==> src/rtl/conv_window_gen.sv <==
// rtl/conv_window_gen.sv - streaming 3x3 sliding-window generator for 1-bit images
module conv_window_gen #(
  parameter int IMG_W = 28,
  parameter int IMG_H = 28
) (
  input  logic       clk_i,
  input  logic       rst_i,
  input  logic       pix_valid_i,
  input  logic       pix_in_i,
  input  logic       sof_i,
  output logic       win_valid_o,
  output logic [8:0] win_data_o,
  output logic       win_last_o,
  output logic       frame_done_o
);

  localparam int CW = (IMG_W > 1) ? $clog2(IMG_W) : 1;
  localparam int RW = (IMG_H > 1) ? $clog2(IMG_H) : 1;
  localparam logic [CW-1:0] COL_LAST = CW'(IMG_W - 1);
  localparam logic [RW-1:0] ROW_LAST = RW'(IMG_H - 1);

  logic [CW-1:0]    col_q, col_d, cur_col;
  logic [RW-1:0]    row_q, row_d, cur_row;
  logic [IMG_W-1:0] lb1_q, lb2_q;
  logic [8:0]       win_q, win_d;
  logic             complete, last_pix;

  logic             win_valid_q, win_valid_d;
  logic [8:0]       win_data_q, win_data_d;
  logic             win_last_q, win_last_d;

  // Position tracking, window shift and output next-state
  always_comb begin
    col_d       = col_q;
    row_d       = row_q;
    win_d       = win_q;
    complete    = 1'b0;
    last_pix    = 1'b0;
    // sof relocates the accepted pixel to the frame origin, dropping any partial frame
    cur_col     = sof_i ? '0 : col_q;
    cur_row     = sof_i ? '0 : row_q;

    if (pix_valid_i) begin
      if (cur_col == COL_LAST) begin
        col_d = '0;
        row_d = (cur_row == ROW_LAST) ? '0 : cur_row + RW'(1);
      end else begin
        col_d = cur_col + CW'(1);
        row_d = cur_row;
      end

      // Shift left one column; the right column is {row r-2, row r-1, row r}
      for (int i = 0; i < 3; i++) begin
        win_d[3*i]   = win_q[3*i+1];
        win_d[3*i+1] = win_q[3*i+2];
      end
      win_d[2] = lb2_q[cur_col];
      win_d[5] = lb1_q[cur_col];
      win_d[8] = pix_in_i;

      complete = (cur_row >= RW'(2)) && (cur_col >= CW'(2));
      last_pix = complete && (cur_row == ROW_LAST) && (cur_col == COL_LAST);
    end

    win_valid_d = complete;
    win_data_d  = complete ? win_d : win_data_q;
    win_last_d  = last_pix;
  end

  // Counters, window registers and registered outputs
  always_ff @(posedge clk_i or posedge rst_i) begin
    if (rst_i) begin
      col_q       <= '0;
      row_q       <= '0;
      win_q       <= '0;
      win_valid_q <= 1'b0;
      win_data_q  <= '0;
      win_last_q  <= 1'b0;
    end else begin
      col_q       <= col_d;
      row_q       <= row_d;
      win_q       <= win_d;
      win_valid_q <= win_valid_d;
      win_data_q  <= win_data_d;
      win_last_q  <= win_last_d;
    end
  end

  // Line buffers carry no reset: stale contents are never exposed by the c>=2 / r>=2 gate
  always_ff @(posedge clk_i) begin
    if (pix_valid_i) begin
      lb2_q[cur_col] <= lb1_q[cur_col];
      lb1_q[cur_col] <= pix_in_i;
    end
  end

  assign win_valid_o  = win_valid_q;
  assign win_data_o   = win_data_q;
  assign win_last_o   = win_last_q;
  assign frame_done_o = win_last_q;

endmodule

==> config.mk <==
export PLATFORM = sky130hd
export DESIGN_NAME = conv_window_gen
export DESIGN_NICKNAME = d
export VERILOG_FILES = /design/src/rtl/conv_window_gen.sv
export SDC_FILE = /design/constraint.sdc
export NUM_CORES = 1
export LEC_CHECK = 0
export ABC_AREA = 1
export CORE_MARGIN = 10
export CORE_UTILIZATION = 60
export CTS_BUF_LIST = sky130_fd_sc_hd__clkbuf_16
export DETAILED_ROUTE_END_ITERATION = 12
export PLACE_DENSITY_LB_ADDON = 0.15
export SYNTH_ARGS = -nofsm -noshare
export SYNTH_HDL_FRONTEND = slang
export SYNTH_SLANG_ARGS = --single-unit
==> constraint.sdc <==
create_clock -name clk_i -period 2 [get_ports clk_i]
set_input_delay 0.4 -clock clk_i [delete_from_list [all_inputs] [get_ports clk_i]]
set_output_delay 0.4 -clock clk_i [all_outputs]
set_load 0.005 [all_outputs]
==> reports/qor.txt, run 1 <==
DRC violations left: 0
Share of layout cells above drive strength 1: 17.9%
DP HPWL: 6280 microns
Via count: 3,050
DRT antenna net count: 0
Syn avg cell area: 9.58 sq um
Syn-to-layout area delta: 22.7%
Worst hold slack: 0.430 ns
Worst Setup Start Kind: flip-flop
Register bit count reported by yosys: 86
R2r worst-path depth: 9
Rel. slew slack: 74.9%
Combinational family with the most area after synthesis: simple AND/OR/NAND/NOR gates
Required @ worst endpoint: 2.22 ns
Clock Latency Late Sink: 0.34 ns
Cells after Synth: 417
Critical path capture point type: flip-flop
Area contributors post-synth: edfxtp_1 42%, dfrtp_1 19%, nand2_1 9.8%
Multi-input gate area: 1260 sq um
Power Dens Cells: 902 nW/um^2
Vias in the first global route: 3,012
Synth unique cells: 34
Initial antenna violation count: 0
Simple-gate share of the synthesized area: 25.2%
Register area share after synthesis: 60.9%
Final instance area: 4900 sq um
Die X: 102 microns
# setup viols final: 0
First-pass DRT Iterations: 4
Inserted Diodes: 0
Routed len/inst: 15.9 microns
Largest net degree at the start of global routing: 31
Synthesis Warnings: 0
CTS max path bufs: 2
Mux contribution to synthesized area: 0%
Post-synthesis adder-cell area fraction: 0.626%
Leading area contributor after synthesis: edfxtp_1
DR vias/cell: 5.42
Pleak: 2.20 nW
Die extent in y: 102 microns
Port bufs: 16
VDD IR max: 0.799 mV
Remaining global-route overflow: 0
Prevailing post-synth register cell: edfxtp_1
Clock transition at path regs: 0.06 ns
Placer Congestion: 0.927
Top cell type's share of synthesized area: 42.1%
Starting DRT DRC Count: 202
Tot GR Track Use: 18.3%
Die area: 10,300 sq um
FP Rows: 29
Core Footprint: 6420 sq um
Worst Skew: 0.00728 ns
RSZ-0062 raised after global routing: false
Synthesized Nets: 424
Root Driver: clkbuf_16
Post-synthesis async set-or-reset flop share: 34.9%
Final period utilization: 92.6%
Top cells by count, synth: 104 x nand2_1, 59 x nor2_1, 56 x edfxtp_1
Total Wirelength: 8960 microns
Register area: 2430 sq um
# H-tree levels: 3
CTS tree: built
Maximum clock frequency: 540 MHz
First-pass GRT wire length: 14,700 microns
I/O Pins: 17
Reg2reg setup slack: 0.15 ns
Worst Path Max Fanout: 13
Slew @ Worst Pin: 0.377 ns
Placed standard-cell area: 4580 sq um
EDFF count, synth: 56
Status: complete, no violations
WP data arrival: 2.08 ns
Fin crit period: 1.85 ns
Max-cap viol count: 0
Layout net count: 488
Xor-xnor portion of the synthesized cell area: 0.438%
Fill count: 441
Number of CTS-inserted buffers: 9
Critical path type: reg -> reg
Worst r2r src: col_q[0]$_DFFE_PP0P_
Mapped Area: 4000 sq um
Initial Util: 62.2%
Hold Violations, Final: 0
Most common cell in the netlist: nand2_1
Final max-slew violation count: 0
Sink Count: 86
Post-synthesis compound-gate area fraction: 4.67%
HP Class: in -> async
CP startpoint: col_q[0]$_DFFE_PP0P_
worst max-delay path, stage by stage, from the launching register on:
cell,delay (ns)
dfrtp_1,0.40
inv_1,0.15
nor2_8,0.26
ha_1,0.21
buf_4,0.15
nand2_2,0.09
inv_1,0.06
nand4_1,0.15
a21oi_2,0.18
o22ai_1,0.07
stage by stage:
step | instances | power (mW) | utilization, % | worst slack (ns) | TNS [ns]
global placement | 547 | 2.83 | 71.3 | -0.243 | -18.45
finish | 563 | 4.42 | 76.3 | 0.147 | 0
floorplan | 417 | 2.48 | - | 0.237 | 0
CTS | 563 | 4.43 | 75.8 | 0.0419 | 0
detailed placement | 547 | 2.84 | 71.3 | -0.309 | -20.74
global route | 563 | 4.60 | 76.3 | 0.0460 | 0
layer usage:
| metal | routed length [microns] | track usage (%) |
|---|---|---|
| met1 | 3950 | 23.3 |
| met2 | 4390 | 29.7 |
| met3 | 421 | 4.15 |
| met4 | 198 | 7.59 |
| met5 | 0 | 0 |
logic make-up after synthesis:
group	Yosys count
adder cells (fa/ha/maj)	2
AO/OA/AOI/OAI	34
buffers and inverters	67
flip-flops	86
XOR/XNOR	2
AND/OR/NAND/NOR	226
final timing paths:
kind,to
max in group asynchronous,col_q[3]$_DFFE_PP0P_
min in group clk_i,frame_done_o$_DFF_PP0_
max,row_q[3]$_DFFE_PP0P_
min,row_q[1]$_DFFE_PP0P_
max reg2reg,row_q[3]$_DFFE_PP0P_
min reg2reg,frame_done_o$_DFF_PP0_
layout by cell type (no fill, tap or decap), drive strengths merged, types with 6 or more instances in the layout:
master,count
a21oi,6
buf,49
clkbuf,10
clkdlybuf4s50,15
dfrtp,30
edfxtp,56
inv,57
nand2,109
nand3,43
nor2,68
o21ai,21
area by class of cell:
| cell class | count | area share (%) |
|---|---|---|
| tap | 77 | 1.97 |
| inverter | 55 | 4.26 |
| clock inverter | 6 | 0.842 |
| multi-input combinational | 264 | 25.8 |
| clock buffer | 10 | 5.10 |
| sequential | 86 | 49.6 |
| timing repair buffer | 65 | 12.4 |
where the power goes:
group	leakage (nW)	internal, mW	total (mW)	switching [mW]
Combinational	1.16	0.324	0.715	0.392
Sequential	0.892	2.04	2.10	0.0541
Clock	0.145	0.921	1.61	0.688
Total	2.20	3.29	4.42	1.13
timing repair:
| action | 4_1_cts | 5_1_grt |
|---|---|---|
| setup buffers | 0 | 0 |
| endpoints found under the setup margin | 0 | 42 |
| hold buffers | 0 | 0 |
| gates resized for setup | 0 | 8 |
sequential cells by signal (all words and copies together), names as in the netlist:
signal	flops
win_valid_o	1
lb1_q	28
col_q	5
win_data_o	9
win_q	9
lb2_q	28
row_q	5
frame_done_o	1
Power figures use the tool's default switching activity.
==> run 2, diff against run 1 <==
SLEW_MARGIN = 20   (was not set)
==> results of run 2 <==
Final layout, timing and power as in run 1 (identical DEF).
==> run 3, diff against run 2 <==
CORE_UTILIZATION = 57   (was 60)
CTS_BUF_LIST = sky130_fd_sc_hd__clkbuf_4 sky130_fd_sc_hd__clkbuf_8   (was sky130_fd_sc_hd__clkbuf_16)
clock period = 1.7 ns   (was 2 ns; I/O delays follow)
==> run 3 against run 2 <==
Net effect: first-iteration DRC count shrank 6.9%; largest power group unchanged; clock power shrank 9.9%; utilization fell by 2.5 points; non-clock buffer count is 14 higher; worst setup slack worse by 0.21 ns; register-to-register slack lost 0.21 ns; cell count grew 5.9%; worst hold slack worse by 0.079 ns; power grew 9.1%; combinational power increased by 27%; the run now ends with setup timing left; via count grew 3.3%.
==> reports/qor.txt, run 3 (synthesis results as in run 1) <==
DR vias/cell: 5.29 (-2.4%)
CP cell instances: inv_4 > nor2_8 > buf_12 > nand2_1 > nand3_1 > a21oi_2 > nor2_2 > nand3_4 > buf_12 > o21a_1
Fin util: 73.9% (-2.5 points)
Vias in the first global route: 3,192 (+6.0%)
First-pass DRT Iterations: 5 (+1)
HP Class: in -> async
RSZ-0062 raised after global routing: true
Die extent in y: 104 microns (+2.1%)
Critical path capture point type: flip-flop
I/O Pins: 17 (unchanged)
Critical path type: reg -> reg
Syn-to-layout area delta: 25.6%
Max-cap viol count: 0 (unchanged)
Root Driver: clkbuf_8
VDD IR max: 0.522 mV (-35%)
Commonest non-fill, non-tap cells in the layout: 101 x nand2_1, 56 x edfxtp_1, 52 x buf_4, 48 x inv_1, 48 x nor2_1
Routed len/inst: 15.6 microns (-2.0%)
First-pass GRT wire length: 15,600 microns (+6.6%)
DRT antenna net count: 0 (unchanged)
Placer Congestion: 0.909 (-2.0%)
Required @ worst endpoint: 1.96 ns (-0.26 ns)
Inserted Diodes: 0 (unchanged)
Sink Count: 86 (unchanged)
CP delay by family, top: simple AND/OR/NAND/NOR gates
Clock Latency Late Sink: 0.36 ns (+0.02 ns)
Final period utilization: 104% (+11 points)
Via count: 3,152 (+3.3%)
Die area: 10,800 sq um (+4.2%)
Slew @ Worst Pin: 0.385 ns (+0.00800 ns)
Layout net count: 502 (+2.9%)
Fin crit period: 1.76 ns (-0.0887 ns)
Final non-filler cell total: 596 (+5.9%)
Die X: 104 microns (+2.1%)
Placed Cells: 570 (+4.2%)
Worst Path Max Fanout: 18 (+5)
Bufs and invs on worst path: 3 (unchanged)
Power Dens Cells: 961 nW/um^2 (+6.5%)
Failing checks: setup timing
Pleak: 2.22 nW (+1.1%)
Initial Util: 58.8% (-3.4 points)
Share of layout cells above drive strength 1: 25.0% (+7.1 points)
Total Wirelength: 9300 microns (+3.8%)
Worst Skew: 0.00721 ns (-0.0000675 ns)
Worst Setup Start Kind: flip-flop
# setup viols final: 31 (+31)
Most common cell after layout, fill and taps aside: nand2_1
Port bufs: 16 (unchanged)
CP most frequent cell: buf_12
Initial antenna violation count: 0 (unchanged)
Starting DRT DRC Count: 188 (-6.9%)
Largest net degree at the start of global routing: 31 (unchanged)
Status: finished with violations
Rel. slew slack: 74.4% (-0.53 points)
DP HPWL: 6370 microns (+1.4%)
Peak per-stage delay on the critical path: 0.49 ns (+0.09 ns)
Clock transition at path regs: 0.09 ns (+0.03 ns)
DRC violations left: 0 (unchanged)
Core Footprint: 6790 sq um (+5.8%)
CTS max path bufs: 2 (unchanged)
Number of CTS-inserted buffers: 9 (unchanged)
Regs by FF count: lb1_q: 28 flops, lb2_q: 28 flops
WP data arrival: 2.02 ns (-0.06 ns)
Hold Violations, Final: 0 (unchanged)
Total power: 4.82 mW (+9.1%)
Remaining global-route overflow: 0 (unchanged)
Tot GR Track Use: 17.6% (-0.70 points)
CTS tree: built
Final max-slew violation count: 0 (unchanged)
Slowest stage cell on the critical path: dfrtp_2
Maximum clock frequency: 567 MHz (+5.0%)
# H-tree levels: 3 (unchanged)
FP Rows: 30 (+3.4%)
Worst Slack Setup Final: -0.0641 ns (-0.211 ns)
Setup TNS: -0.962 ns (-0.962 ns)
## run 3: changes by cell type in the layout (fill, tap and decap cells not counted), moves of 4 or more
cell and change:
nor2_1 -11, buf_4 +10, clkbuf_16 -10, clkbuf_8 +9
nor2_2 +8, buf_6 +5, nand3_1 -4
## run 3: area by class of cell
cell class | count | area [sq um]
clock inverters | 7 | 71.3
multi-input cells | 264 | 1350
fillers | 474 | 1780
clock buffers | 9 | 124
inverters | 55 | 216
flip-flops and latches | 86 | 2430
repair buffers | 79 | 702
well taps | 96 | 120
## run 3: through the flow
| step | cell area [sq um] | worst slack, ns | hold WS (ns) |
|---|---|---|---|
| global placement | 4580 | -0.589 | 0.454 |
| global route | 5020 | -0.155 | 0.383 |
| CTS | 4840 | -0.00230 | 0.357 |
| floorplan | 4000 | 0.0194 | 0.427 |
| finish | 5020 | -0.0641 | 0.352 |
| detailed placement | 4580 | -0.626 | 0.457 |
## run 3: report_power, final
part / internal [mW] / switching, mW / leakage, nW / total (mW)
registers: 2.40 / 0.0696 / 0.890 / 2.47
logic: 0.413 / 0.492 / 1.23 / 0.905
clock network: 0.685 / 0.761 / 0.100 / 1.45
## run 3: repair_timing
action,CTS,global route
pin swaps,3,7
gates resized for setup,11,38
cloned,0,1
setup endpoints to repair,103,70
setup buffers,4,5
hold endpoints to repair,0,0
hold buffers,0,0
## run 3: worst paths after layout
check	startpoint	slack [ns]	to	cells past startpoint
min in group clk_i	win_data_o[0]$_DFFE_PP0P_	0.47	win_data_o[0]$_DFFE_PP0P_	2
min	rst_i	0.35	win_data_o[3]$_DFFE_PP0P_	3
max reg2reg	col_q[0]$_DFFE_PP0P_	-0.06	win_q[5]$_DFF_PP0_	10
max in group asynchronous	rst_i	1.05	col_q[0]$_DFFE_PP0P_	3
min reg2reg	win_data_o[0]$_DFFE_PP0P_	0.47	win_data_o[0]$_DFFE_PP0P_	2
max	col_q[0]$_DFFE_PP0P_	-0.06	win_q[5]$_DFF_PP0_	10
## run 3: layer usage
metal	GRT usage (%)	vias up	routed length, microns
li1	-	1509	-
met1	22.9	1520	4160
met2	28.2	105	4380
met3	3.84	18	581
met4	6.96	0	181
met5	0	-	0
## run 3: worst reg2reg max path: cells and delay by family, from the launching register on
kind / cells / cell delay, ns
buf+inv: 3 / 0.38
simple gates: 5 / 0.53
flops: 1 / 0.49
compound gates: 2 / 0.25
